===== src/rtl/dmem_responder_if.sv =====
// dmem_responder_if
//   Bundles the CPU-side request/response signals and the memory-side
//   request/acknowledge signals of the data-memory responder.
//   modport slave  : the responder (receives CPU requests, drives memory side)
//   modport master : the CPU + memory environment that talks to the responder
//   CPU side   : valid, op, addr, write_type, w_data_CPU, is_atom, signed_ext,
//                llbit_clear -> ; <- data_valid, r_data_CPU, cache_badv,
//                cache_exception
//   Memory side: <- mem_req, mem_we, mem_addr, mem_wstrb, mem_wdata ;
//                mem_ack, mem_rdata ->
interface dmem_responder_if;
  logic        valid;
  logic        op;
  logic [31:0] addr;
  logic [3:0]  write_type;
  logic [31:0] w_data_CPU;
  logic        is_atom;
  logic        signed_ext;
  logic        llbit_clear;

  logic        data_valid;
  logic [31:0] r_data_CPU;
  logic [31:0] cache_badv;
  logic [6:0]  cache_exception;

  logic        mem_req;
  logic        mem_we;
  logic [31:0] mem_addr;
  logic [3:0]  mem_wstrb;
  logic [31:0] mem_wdata;
  logic        mem_ack;
  logic [31:0] mem_rdata;

  modport slave (
    input  valid, op, addr, write_type, w_data_CPU, is_atom, signed_ext,
           llbit_clear, mem_ack, mem_rdata,
    output data_valid, r_data_CPU, cache_badv, cache_exception,
           mem_req, mem_we, mem_addr, mem_wstrb, mem_wdata
  );

  modport master (
    output valid, op, addr, write_type, w_data_CPU, is_atom, signed_ext,
           llbit_clear, mem_ack, mem_rdata,
    input  data_valid, r_data_CPU, cache_badv, cache_exception,
           mem_req, mem_we, mem_addr, mem_wstrb, mem_wdata
  );
endinterface


===== src/rtl/dmem_responder.sv =====
// dmem_responder
//   Accepts one CPU load/store (including LL/SC) at a time, checks alignment
//   and the LL reservation, issues a single word-aligned memory request with
//   lane-shifted strobes/data, and returns a one-cycle completion or
//   address-misaligned exception pulse.
//   Ports:
//     clk  : system clock, rising edge
//     rstn : asynchronous active-low reset
//     bus  : dmem_responder_if.slave (CPU request/response + memory side)
//
//   state  | meaning
//   IDLE   | waiting for valid; request captured here
//   WAIT   | mem_req held with latched request until mem_ack
//   DONE   | one-cycle data_valid or ALE exception pulse
module dmem_responder (
  input  logic             clk,
  input  logic             rstn,
  dmem_responder_if.slave  bus
);

  typedef enum logic [1:0] {
    S_IDLE = 2'd0,
    S_WAIT = 2'd1,
    S_DONE = 2'd2
  } state_t;

  state_t      state_q,  state_d;
  logic        op_q,     op_d;
  logic [31:0] addr_q,   addr_d;
  logic [3:0]  wtype_q,  wtype_d;
  logic [31:0] wdata_q,  wdata_d;
  logic        atom_q,   atom_d;
  logic        sext_q,   sext_d;
  logic [31:0] result_q, result_d;
  logic        llbit_q,  llbit_d;
  logic [29:0] lladdr_q, lladdr_d;

  function automatic logic misaligned(input logic [3:0] wt, input logic [1:0] lane);
    return ((wt == 4'b0011) && lane[0]) || ((wt == 4'b1111) && (lane != 2'b00));
  endfunction

  function automatic logic [31:0] load_extend(input logic [3:0]  wt,
                                              input logic        sext,
                                              input logic [31:0] word,
                                              input logic [1:0]  lane);
    logic [31:0] s;
    s = word >> {lane, 3'b000};
    case (wt)
      4'b0001: return sext ? {{24{s[7]}}, s[7:0]}   : {24'h0, s[7:0]};
      4'b0011: return sext ? {{16{s[15]}}, s[15:0]} : {16'h0, s[15:0]};
      default: return s;
    endcase
  endfunction

  always_ff @(posedge clk or negedge rstn) begin
    if (!rstn) begin
      state_q  <= S_IDLE;
      op_q     <= 1'b0;
      addr_q   <= 32'h0;
      wtype_q  <= 4'h0;
      wdata_q  <= 32'h0;
      atom_q   <= 1'b0;
      sext_q   <= 1'b0;
      result_q <= 32'h0;
      llbit_q  <= 1'b0;
      lladdr_q <= 30'h0;
    end else begin
      state_q  <= state_d;
      op_q     <= op_d;
      addr_q   <= addr_d;
      wtype_q  <= wtype_d;
      wdata_q  <= wdata_d;
      atom_q   <= atom_d;
      sext_q   <= sext_d;
      result_q <= result_d;
      llbit_q  <= llbit_d;
      lladdr_q <= lladdr_d;
    end
  end

  always_comb begin
    state_d  = state_q;
    op_d     = op_q;
    addr_d   = addr_q;
    wtype_d  = wtype_q;
    wdata_d  = wdata_q;
    atom_d   = atom_q;
    sext_d   = sext_q;
    result_d = result_q;
    llbit_d  = llbit_q;
    lladdr_d = lladdr_q;

    case (state_q)
      S_IDLE: begin
        if (bus.valid) begin
          op_d     = bus.op;
          addr_d   = bus.addr;
          wtype_d  = bus.write_type;
          wdata_d  = bus.w_data_CPU;
          atom_d   = bus.is_atom;
          sext_d   = bus.signed_ext;
          result_d = 32'h0;
          if (misaligned(bus.write_type, bus.addr[1:0])) begin
            state_d = S_DONE;
          end else if (bus.op && bus.is_atom &&
                       (!llbit_q || (bus.addr[31:2] != lladdr_q))) begin
            // SC without a matching reservation completes locally with 0
            state_d = S_DONE;
            llbit_d = 1'b0;
          end else begin
            state_d = S_WAIT;
          end
        end
      end
      S_WAIT: begin
        if (bus.mem_ack) begin
          state_d = S_DONE;
          if (op_q) begin
            result_d = atom_q ? 32'h1 : 32'h0;
            if (atom_q) llbit_d = 1'b0;
          end else begin
            result_d = load_extend(wtype_q, sext_q, bus.mem_rdata, addr_q[1:0]);
            if (atom_q) begin
              llbit_d  = 1'b1;
              lladdr_d = addr_q[31:2];
            end
          end
        end
      end
      S_DONE: begin
        state_d = S_IDLE;
      end
      default: begin
        state_d = S_IDLE;
      end
    endcase

    // An exception/ERTN clear overrides any reservation set this cycle
    if (bus.llbit_clear) llbit_d = 1'b0;
  end

  logic in_wait;
  logic in_done;
  logic ale_done;

  assign in_wait  = (state_q == S_WAIT);
  assign in_done  = (state_q == S_DONE);
  assign ale_done = in_done && misaligned(wtype_q, addr_q[1:0]);

  assign bus.mem_req   = in_wait;
  assign bus.mem_we    = in_wait && op_q;
  assign bus.mem_addr  = in_wait ? {addr_q[31:2], 2'b00} : 32'h0;
  assign bus.mem_wstrb = in_wait ? (wtype_q << addr_q[1:0]) : 4'h0;
  assign bus.mem_wdata = in_wait ? (wdata_q << {addr_q[1:0], 3'b000}) : 32'h0;

  assign bus.data_valid      = in_done && !ale_done;
  assign bus.r_data_CPU      = (in_done && !ale_done) ? result_q : 32'h0;
  assign bus.cache_exception = {6'b000000, ale_done};
  assign bus.cache_badv      = ale_done ? addr_q : 32'h0;

endmodule


===== src/flat_wrapper.sv =====
// flat-port wrapper written by rule: the top's interface ports become plain ports
module dmem_responder_flat 
  (clk, rstn, bus_valid, bus_op, bus_addr, bus_write_type, bus_w_data_CPU, bus_is_atom, bus_signed_ext, bus_llbit_clear, bus_mem_ack, bus_mem_rdata, bus_data_valid, bus_r_data_CPU, bus_cache_badv, bus_cache_exception, bus_mem_req, bus_mem_we, bus_mem_addr, bus_mem_wstrb, bus_mem_wdata);
  dmem_responder_if bus_i ();
  input  logic clk;
  input  logic rstn;
  input wire logic [$bits(bus_i.valid)-1:0] bus_valid;
  input wire logic [$bits(bus_i.op)-1:0] bus_op;
  input wire logic [$bits(bus_i.addr)-1:0] bus_addr;
  input wire logic [$bits(bus_i.write_type)-1:0] bus_write_type;
  input wire logic [$bits(bus_i.w_data_CPU)-1:0] bus_w_data_CPU;
  input wire logic [$bits(bus_i.is_atom)-1:0] bus_is_atom;
  input wire logic [$bits(bus_i.signed_ext)-1:0] bus_signed_ext;
  input wire logic [$bits(bus_i.llbit_clear)-1:0] bus_llbit_clear;
  input wire logic [$bits(bus_i.mem_ack)-1:0] bus_mem_ack;
  input wire logic [$bits(bus_i.mem_rdata)-1:0] bus_mem_rdata;
  output wire logic [$bits(bus_i.data_valid)-1:0] bus_data_valid;
  output wire logic [$bits(bus_i.r_data_CPU)-1:0] bus_r_data_CPU;
  output wire logic [$bits(bus_i.cache_badv)-1:0] bus_cache_badv;
  output wire logic [$bits(bus_i.cache_exception)-1:0] bus_cache_exception;
  output wire logic [$bits(bus_i.mem_req)-1:0] bus_mem_req;
  output wire logic [$bits(bus_i.mem_we)-1:0] bus_mem_we;
  output wire logic [$bits(bus_i.mem_addr)-1:0] bus_mem_addr;
  output wire logic [$bits(bus_i.mem_wstrb)-1:0] bus_mem_wstrb;
  output wire logic [$bits(bus_i.mem_wdata)-1:0] bus_mem_wdata;
  assign bus_i.valid = bus_valid;
  assign bus_i.op = bus_op;
  assign bus_i.addr = bus_addr;
  assign bus_i.write_type = bus_write_type;
  assign bus_i.w_data_CPU = bus_w_data_CPU;
  assign bus_i.is_atom = bus_is_atom;
  assign bus_i.signed_ext = bus_signed_ext;
  assign bus_i.llbit_clear = bus_llbit_clear;
  assign bus_i.mem_ack = bus_mem_ack;
  assign bus_i.mem_rdata = bus_mem_rdata;
  assign bus_data_valid = bus_i.data_valid;
  assign bus_r_data_CPU = bus_i.r_data_CPU;
  assign bus_cache_badv = bus_i.cache_badv;
  assign bus_cache_exception = bus_i.cache_exception;
  assign bus_mem_req = bus_i.mem_req;
  assign bus_mem_we = bus_i.mem_we;
  assign bus_mem_addr = bus_i.mem_addr;
  assign bus_mem_wstrb = bus_i.mem_wstrb;
  assign bus_mem_wdata = bus_i.mem_wdata;
  dmem_responder u_core (.clk(clk), .rstn(rstn), .bus(bus_i));
endmodule

===== config.mk =====
export PLATFORM = sky130hd
export DESIGN_NAME = dmem_responder_flat
export DESIGN_NICKNAME = d
export VERILOG_FILES = /design/src/rtl/dmem_responder_if.sv /design/src/rtl/dmem_responder.sv /design/src/flat_wrapper.sv
export SDC_FILE = /design/constraint.sdc
export NUM_CORES = 1
export LEC_CHECK = 0
export ABC_AREA = 1
export BUFFER_PORTS_ARGS = -buffer_cell sky130_fd_sc_hd__buf_2
export CELL_PAD_IN_SITES_DETAIL_PLACEMENT = 0
export CELL_PAD_IN_SITES_GLOBAL_PLACEMENT = 1
export CORE_UTILIZATION = 33
export CTS_CLUSTER_DIAMETER = 150
export DETAILED_ROUTE_END_ITERATION = 10
export HOLD_SLACK_MARGIN = 0.12
export PLACE_DENSITY_LB_ADDON = 0.05
export SETUP_SLACK_MARGIN = 0.02
export SYNTH_ARGS = -nofsm -noshare
export SYNTH_HDL_FRONTEND = slang
export SYNTH_SLANG_ARGS = --single-unit

===== constraint.sdc =====
create_clock -name clk -period 1.8 [get_ports clk]
set_clock_uncertainty 0.05 [all_clocks]
set_input_delay 0.36 -clock clk [delete_from_list [all_inputs] [get_ports clk]]
set_output_delay 0.36 -clock clk [all_outputs]
set_load 0.05 [all_outputs]

## After elaboration in Yosys (flattened, before gate mapping)

Cells that the tools add are included.

| word-level totals | value |
|---|---|
| output and inout port bits | 142 |
| bits in registers | 136 |
| logic and storage cells | 80 |
| bits of input ports | 108 |

| cells by class | value |
|---|---|
| bitwise logic cells | 1 |
| mux-type cells | 27 |
| reduce and logical (&&, ||, !) cells | 24 |
| shift operators | 3 |
| equal/unequal tests | 15 |

Operators with widths:

| kind | count |
|---|---|
| $mux 32 | 9 |
| $pmux 32 s2 | 2 |
| $shl 32x5->32 | 1 |
| $shr 32x5->32 | 1 |
| $ne 30x30->1 | 1 |
| $logic_and 1x1->1 | 9 |
| $mux 1 | 9 |
| $ne 3x3->1 const B | 3 |
| $eq 4x2->1 const B | 2 |
| $eq 4x4->1 const B | 2 |
| $mux 2 | 4 |
| $ne 3x2->1 const B | 2 |
| $reduce_and 6->1 | 1 |
| $reduce_bool 2->1 | 3 |
| $eq 4x1->1 const B | 1 |
| $mux 4 | 1 |
| $ne 2x2->1 const B | 2 |
| $pmux 2 s2 | 1 |
| $reduce_and 2->1 | 2 |
| $reduce_and 4->1 | 1 |
| $shl 4x2->4 | 1 |
| $logic_or 1x1->1 | 3 |
| $reduce_and 3->1 | 1 |
| $reduce_bool 3->1 | 1 |
| 6 further kinds | 7 |

## Logic depth before layout (Yosys ltp)

Gate-level depths: netlist (run 1).

| depth | value |
|---|---|
| depth in word-level cells | 8 |
| mapped depth | 14 |

## Worst setup path after synthesis (run 1)

No wires, ideal clock.

| timing | value |
|---|---|
| path kind | flip-flop to output port |
| start point | register u_core.addr_q[0] |
| end point | output port bus_r_data_CPU[10] |
| data arrival time | 2.936 ns |
| cell stages (with the launch flop) | 8 |
| data required time | 1.390 ns |
| buffers on the path | 2 |
| path slack | -1.546 ns |
| cell sequence | dfrtp_1 buf_2 o21ai_0 o21ai_2 nor3_1 inv_2 buf_4 nor2_1 |

| between the ends | value |
|---|---|
| word-level cells in the longest chain between the ends | 7 |
| elaborated cells between the ends (all ways) | 8 |

Ends and longest elaborated chain:

| item | line | RTL |
|---|---|---|
| start: declaration | dmem_responder.sv:29 | `logic [31:0] addr_q, addr_d;` |
| start signal: assignment | dmem_responder.sv:70 | `addr_q <= addr_d;` |
| $reduce_bool 2->1 | dmem_responder.sv:39 | `return ((wt == 4'b0011) && lane[0]) \|\| ((wt == 4'b1111) && (lane != 2'b00));` |
| $logic_and 1x1->1 | dmem_responder.sv:39 |  |
| $logic_or 1x1->1 (*) | dmem_responder.sv:39 |  |
| $logic_and 1x1->1 (*) | dmem_responder.sv:148 | `assign ale_done = in_done && misaligned(wtype_q, addr_q[1:0]);` |
| $logic_not 1->1 (*) | - |  |
| $logic_and 1x1->1 (*) | - |  |
| via bus_data_valid | flat_wrapper.sv:17 | `output wire logic [$bits(bus_i.data_valid)-1:0] bus_data_valid;` |
| $mux 32 (*) | dmem_responder.sv:157 | `assign bus.r_data_CPU = (in_done && !ale_done) ? result_q : 32'h0;` |
| end: declaration | flat_wrapper.sv:18 | `output wire logic [$bits(bus_i.r_data_CPU)-1:0] bus_r_data_CPU;` |

Mark *: on every way through the listed nets, which the timed path passes. The rest lies on a longest branch.

## Worst setup path after layout (run 1)

| timing | value |
|---|---|
| start point | register u_core.wtype_q[3] |
| end point | output port bus_cache_badv[19] |

| between the ends | value |
|---|---|
| word-level cells in the longest chain between the ends | 5 |
| elaborated cells between the ends (all ways) | 7 |

Ends and longest elaborated chain:

| item | line | RTL |
|---|---|---|
| start: declaration | dmem_responder.sv:30 | `logic [3:0] wtype_q, wtype_d;` |
| start signal: assignment | dmem_responder.sv:71 | `wtype_q <= wtype_d;` |
| $eq 4x2->1 / $eq 4x4->1 (equally long branches) | dmem_responder.sv:39 |  |
| $logic_and 1x1->1 | dmem_responder.sv:39 |  |
| $logic_or 1x1->1 (*) | dmem_responder.sv:39 |  |
| $logic_and 1x1->1 (*) | dmem_responder.sv:148 |  |
| $mux 32 (*) | dmem_responder.sv:159 | `assign bus.cache_badv = ale_done ? addr_q : 32'h0;` |
| end: declaration | flat_wrapper.sv:19 | `output wire logic [$bits(bus_i.cache_badv)-1:0] bus_cache_badv;` |

Mark *: on every way between the ends. The rest lies on a longest branch, timed or not.

==> results.md, run 1 <==
* Run status: finished, violations left
* Failing checks: setup timing
* Post-synthesis compound-gate area fraction at 13.4%
* DR vias/cell at 4.70
* Crit-path max cell delay at 430 ps
* Worst-margin pin slew at 542 ps
* Slew Limit Fails at 0
* Die ar. at 23400 µm²
* DRT Pass-1 Iters at 4
* RR Endpoint: u_core.result_q[29]
* Routed Antenna Nets at 0
* CP max FO at 17
* Max IR drop VDD at 0.794 mV
* GPL Wtd Cong at 0.816
* Post-synthesis register bit count at 136
* Pwr/cell area at 1600 nW/µm²
* H-tree levels at 4
* Die W at 153 µm
* Core area at 22100 µm²
* Fillers at 1896
* Synthesized area at 7510 µm²
* Mux cell area share after synthesis at 6.16%
* Routed Wire Length at 26500 µm
* Top Ports at 250
* Cell Chain, Critical Path: nor3_4 -> nand2_4 -> o21ai_4 -> nand3_4 -> buf_12 -> nor2_4 -> buf_8
* Final instance area at 13800 µm²
* R2R setup slack at -280 ps
* Syn-to-layout area delta at 83.1%
* Root Driver: clkbuf_16
* Share of cells above drive strength 1 at 47.9%
* Fmax at 416 MHz
* Leak at 6.23 nW
* Cell count after synthesis at 995
* Dpl hpwl at 17300 µm
* Vias in the first global route at 7522
* Hold path depth at 2
* Largest net degree at the start of global routing at 61
* Nets at 1441
* WP data arrival at 1990 ps
* Synth warnings at 0
* FF-to-FF Start: u_core.state_q[1]
* Site row count at 54
* CTS Sinks at 136
* Hold path startpoint: bus_signed_ext
* Inserted Clock Buffers at 17
* First-pass GRT wire length at 40300 µm
* RSZ-0062 raised after global routing: true
* Reg2reg path depth at 12
* Setup TNS at -75030 ps
* Simple-gate share of the synthesized area at 22.5%
* Distinct cells, synth at 40
* Total track usage at 22.1%
* Non-Filler Instances at 1629
* Type of the most critical hold path: in2reg
* Initial antenna violation count at 1
* Final setup fails at 191
* Clock Latency Late Sink at 430 ps
* Worst path required time at 1390 ps
* Rel. slew slack at 63.9%
* 1st-iter DRT viols at 339
* I/O Buffers at 241
* Placed cell count at 1522
* Slowest cell on crit path: dfrtp_1
* Final hold vios at 0
* Cell Area, Placed at 10700 µm²
* Main combinational cell family by area after synthesis: simple AND/OR/NAND/NOR gates
* Residual DRC at 0
* Post-Synth Adder-Cell Area at 0%
* Commonest non-fill, non-tap cell in the layout: nand2_1
* Total grt overflow at 0
* Post-layout minimum cycle time at 2400 ps
* Commonest non-fill, non-tap cells in the layout: nand2_1 (192), inv_1 (141), buf_6 (135)
* CTS tree: done
* Post-DR wirelength/cell at 16.3 µm
* Clk buf depth at 2
* Sequential share of the synthesized area at 45.3%
* Hold EP: u_core.sext_q
* Synth Area per Inst at 7.55 µm²
* Worst setup EP type: output port
* Synth Area in XOR/XNOR at 0.816%
* Setup crit start kind: flip-flop
* Via count at 7662
* # Max-Cap Violations at 0
* Worst setup margin at -605 ps
* Die Y at 153 µm
* Final period util at 134%
* CTS clock-pin slew for the worst setup and hold paths at 60 ps
* Starting density of the core at 34.0%
* Setup CP Type: reg2out
-- cells by family after synthesis --
family,Yosys count
mux,42
simple gates,425
compound gates,171
flops,136
xor+xnor,7
buf+inv,213
other cells,1
-- repair_timing --
item,4_1_cts,5_1_grt
pin swaps,5,18
hold endpoints to repair,68,0
endpoints found under the setup margin,191,194
resized for setup,306,184
setup buffers,10,15
hold buffers,36,0
cloned,6,10
-- synth_stat cells, drive strengths merged --
master   instances  area share, %
a21boi           1           0.10
a21oi           28            1.9
a22oi            4           0.40
a31oi            5           0.42
and2             1          0.083
buf             32            2.8
clkbuf          30            1.5
conb             1          0.050
dfrtp          136             45
inv            151            7.6
mux2            34            5.1
mux2i            8            1.1
nand2          229             12
nand3           17            1.2
nand4            1          0.083
nor2           174            9.2
nor3             3           0.35
o2111ai          1           0.12
o211ai           1           0.10
o21a             1           0.10
o21ai           81            5.5
o22ai           32            2.7
o32ai           17            2.0
xnor2            6           0.70
xor2             1           0.12
-- worst max-delay path by stage --
stage | startpoint | endpoint | slack (ps)
6_report | u_core.wtype_q[3] | bus_cache_badv[19] | -600
5_1_grt | u_core.wtype_q[3] | bus_cache_badv[16] | -700
4_1_cts | u_core.wtype_q[3] | bus_r_data_CPU[11] | -630
3_5_place_dp | u_core.wtype_q[3] | bus_cache_badv[31] | -290
3_3_place_gp | u_core.wtype_q[3] | bus_cache_badv[2] | -260
2_1_floorplan | u_core.addr_q[0] | bus_r_data_CPU[10] | -480
-- metal layers --
| metal | GRT usage [%] | up-vias | routed length, µm |
|---|---|---|---|
| li1 | - | 3813 | - |
| met1 | 27.4 | 3633 | 11300 |
| met2 | 38.7 | 199 | 13700 |
| met3 | 5.36 | 17 | 1280 |
| met4 | 4.57 | 0 | 203 |
| met5 | 0 | - | 0 |
-- sequential cells by signal (all words and copies together), names as in the netlist --
name,cells
u_core.state_q,2
u_core.wtype_q,4
u_core.llbit_q,1
u_core.wdata_q,32
u_core.addr_q,32
u_core.atom_q,1
u_core.result_q,32
u_core.lladdr_q,30
u_core.sext_q,1
u_core.op_q,1
-- area by class of cell --
class	instances	area [µm²]	area share, %
antenna	4	10.0	0.0728
clock buffer	19	433	3.15
clock inverter	12	166	1.21
inverter	151	589	4.28
multi-input combinational	653	4920	35.8
sequential	136	3410	24.8
tap	280	350	2.55
timing repair buffer	374	3880	28.2
-- metrics by stage --
| step | worst slack (ps) | utilization, % | hold WS, ps | power (mW) |
|---|---|---|---|---|
| detailed placement | -288 | 48.3 | 253 | 15.5 |
| global route | -702 | 62.2 | 135 | 23.2 |
| finish | -605 | 62.3 | 139 | 22.0 |
| floorplan | -481 | - | 14.4 | 12.8 |
| CTS | -628 | 58.2 | 122 | 20.8 |
| global placement | -264 | 48.3 | 257 | 15.4 |
-- critical path: cells and delay by family (launching register included) --
kind / cells / cell delay (ps)
buffers and inverters: 2 / 370
AO/OA/AOI/OAI: 1 / 190
flip-flops: 1 / 430
AND/OR/NAND/NOR: 4 / 580
-- where the power goes --
group          internal (mW)  leakage, nW  total [mW]  switching (mW)
logic                   5.33         4.24        13.0            7.71
registers               4.30         1.71        5.26           0.964
clock network           2.20        0.285        3.66            1.46
No activity file was read; power rests on OpenSTA's default activity.
==> inputs of run 2 (changes only) <==
Settings changed: CORE_UTILIZATION 33 to 34, CTS_BUF_LIST set to sky130_fd_sc_hd__clkbuf_4 sky130_fd_sc_hd__clkbuf_8.
==> run 2 against run 1 <==
  * The flow still finishes with violations (setup timing)
  * Sequential cell count is the same
  * Via count is essentially flat
  * Worst hold slack gained 9.3 ps
  * First-iteration DRC count shrank 20%
  * Count of clock-buffer cells in the layout shrank 1
  * Register-to-register slack gained 230 ps
  * Sequential power shrank 1%
  * Highest routed layer unchanged
  * Combinational power is essentially flat
  * Sequential share of layout area grew 0.58 points
==> results.md, run 2 (synthesis gave the netlist of run 1 again) <==
* Switching power at 9.78 mW (-3.6%)
* Run status: finished, violations left
* Starting density of the core at 34.5% (+0.53 points)
* Post-layout minimum cycle time at 2470 ps (+66.1 ps)
* # Max-Cap Violations at 0 (unchanged)
* Total track usage at 23.1% (+1.0 points)
* DR vias/cell at 4.65 (-1.1%)
* Flop pwr share at 24.9% (+0.9 points)
* Top Ports at 250 (unchanged)
* Final hold vios at 0 (unchanged)
* Util after Layout at 61.8% (-0.47 points)
* Leak at 6.18 nW (-0.80%)
* Residual DRC at 0 (unchanged)
* Part of the power in combinational logic at 61.3% (+1.9 points)
* 1st-iter DRT viols at 270 (-20%)
* Pwr/cell area at 1550 nW/µm² (-3.0%)
* Dpl hpwl at 17000 µm (-1.6%)
* Slew Limit Fails at 0 (unchanged)
* Via count at 7667 (+0.065%)
* Die W at 151 µm (-1.5%)
* Core area at 21800 µm² (-1.5%)
* Die Y at 151 µm (-1.5%)
* Crit-path max cell delay at 440 ps (about the same)
* Worst setup margin at -671 ps (-66.1 ps)
* Cell Chain, Critical Path: nor3_4 -> nand2_4 -> o21ai_4 -> nand3_4 -> buf_12 -> nor2_4 -> buf_4
* CTS Sinks at 136 (unchanged)
* Root Driver: clkbuf_8
* Worst-margin pin slew at 540 ps (-1.61 ps)
* Slowest cell on crit path: dfrtp_2
* Worst hold-check slack at 148 ps (+9.31 ps)
* Final instance area at 13400 µm² (-2.3%)
* CP max FO at 24 (+7)
* Worst path required time at 1390 ps (about the same)
* Share of cells above drive strength 1 at 44.6% (-3.3 points)
* I/O Buffers at 241 (unchanged)
* Worst setup EP type: output port
* Syn-to-layout area delta at 78.9%
* Fmax at 405 MHz (-2.7%)
* GPL Wtd Cong at 0.795 (-2.6%)
* Commonest non-fill, non-tap cell in the layout: nand2_1
* Commonest non-fill, non-tap cells in the layout: nand2_1 (206), inv_1 (142), dfrtp_1 (133)
* Max IR drop VDD at 0.709 mV (-11%)
* Type of the most critical hold path: in2reg
* Int Pwr at 11.0 mW (-6.6%)
* Nets at 1463 (+1.5%)
* Site row count at 54 (unchanged)
* DRT Pass-1 Iters at 4 (unchanged)
* RSZ-0062 raised after global routing: true
* Final setup fails at 186 (-2.6%)
* Largest net degree at the start of global routing at 92 (+51%)
* CTS clock-pin slew for the worst setup and hold paths at 80 ps (+20 ps)
* Switching Share at 47.0% (+0.79 points)
* Final period util at 137% (+3.7 points)
* Total grt overflow at 0 (unchanged)
* Setup crit start kind: flip-flop
* Rel. slew slack at 64.0% (+0.11 points)
* Total power at 20.8 mW (-5.2%)
* WP data arrival at 2060 ps (+70 ps)
* Post-DR wirelength/cell at 16.0 µm (-1.8%)
* Inserted Clock Buffers at 17 (unchanged)
* CTS tree: done
* Routed Wire Length at 26300 µm (-0.62%)
* First-pass GRT wire length at 40100 µm (-0.44%)
* Routed Antenna Nets at 0 (unchanged)
* Crit-path leading delay family: simple AND/OR/NAND/NOR gates
* Die ar. at 22700 µm² (-2.9%)
* Regs by FF count: u_core.addr_q x32, u_core.result_q x32, u_core.wdata_q x32
* Failing checks: setup timing
* Fraction of power consumed by the clock network at 13.7% (-3.0 points)
* Fillers at 1927 (+1.6%)
* H-tree levels at 4 (unchanged)
* Pre-CTS WS at -284 ps (+4.10 ps)
* Initial antenna violation count at 2 (+1)
* Vias in the first global route at 7550 (+0.37%)
* Cell Area, Placed at 10700 µm² (+0.33%)
* Clock Latency Late Sink at 450 ps (+20 ps)
* Clk buf depth at 2 (unchanged)
* Setup CP Type: reg2out
* Crit path buf inv count at 2 (unchanged)
run 2: cell count changes in the layout (fill, tap and decap cells not counted), sizes merged:
cell,previous run,this run
dlygate4sd3,36,52
buf,331,337
clkbuf,26,22
dlymetal6s4s,0,3
clkinv,4,6
diode,4,2
bufinv,3,4
clkinvlp,2,1
inv,154,153
run 2: per-layer routing:
metal  global-route usage, %  routed length, µm  vias up  share of wire [%]
met5                       0                  0        -                  0
met4                    6.30                326        0                1.2
met3                    4.61               1180       21                4.5
met2                    39.2              13300      190                 51
met1                    29.7              11500     3603                 44
li1                        -                  -     3853                  -
run 2: final cells by class:
| cell class | instances | area [µm²] | share of cell area, % |
|---|---|---|---|
| well taps | 280 | 350 | 2.61 |
| clock inverters | 13 | 194 | 1.44 |
| multi-input cells | 653 | 4690 | 34.9 |
| clock buffers | 18 | 241 | 1.80 |
| diodes | 2 | 5.00 | 0.0372 |
| inverters | 151 | 587 | 4.36 |
| flip-flops and latches | 136 | 3410 | 25.3 |
| repair buffers | 396 | 3970 | 29.5 |
run 2: power groups by stage:
stage	Clock (mW)	Combinational, mW	Sequential (mW)
after CTS	2.94	12.5	5.13
after global routing	3.09	13.7	5.36
after floorplan	0	7.83	4.94
final	2.86	12.8	5.19
after detailed placement	0	10.5	5.13
after global placement	0	10.4	5.10
run 2: worst reg2reg max path, cell delays in order (launching register included):
cell and delay [ps]:
dfrtp_2 470, inv_2 150, buf_6 190, nand2_1 80, nand2_1 110, o21ai_2 70, inv_1 50, nand2_1 70
buf_4 150, nor2_4 190, a31oi_2 70, o22ai_1 130
run 2: path summary, 6_finish.rpt:
kind / slack (ps) / depth (start not counted) / start / to
max: -670 / 7 / u_core.wtype_q[3] / bus_cache_badv[12]
min: 150 / 3 / bus_addr[22] / u_core.addr_q[22]
max reg2reg: -50 / 11 / u_core.addr_q[0] / u_core.result_q[13]
min reg2reg: 440 / 2 / u_core.addr_q[5] / u_core.addr_q[5]
max in group asynchronous: 800 / 3 / rstn / u_core.wtype_q[3]
min in group asynchronous: 370 / 3 / rstn / u_core.wdata_q[16]
run 2: per-stage QoR:
stage	setup TNS, ps	instances
2_1_floorplan	-50450	1002
3_3_place_gp	-18030	1528
3_5_place_dp	-19140	1528
4_1_cts	-74430	1639
5_1_grt	-89550	1648
6_report	-68090	1649
run 2: timing repair:
action,CTS,global route
pin swaps,25,28
hold endpoints to repair,190,0
endpoints found under the setup margin,157,209
hold buffers,55,0
resized for setup,310,89
setup buffers,17,15
gates cloned,9,7
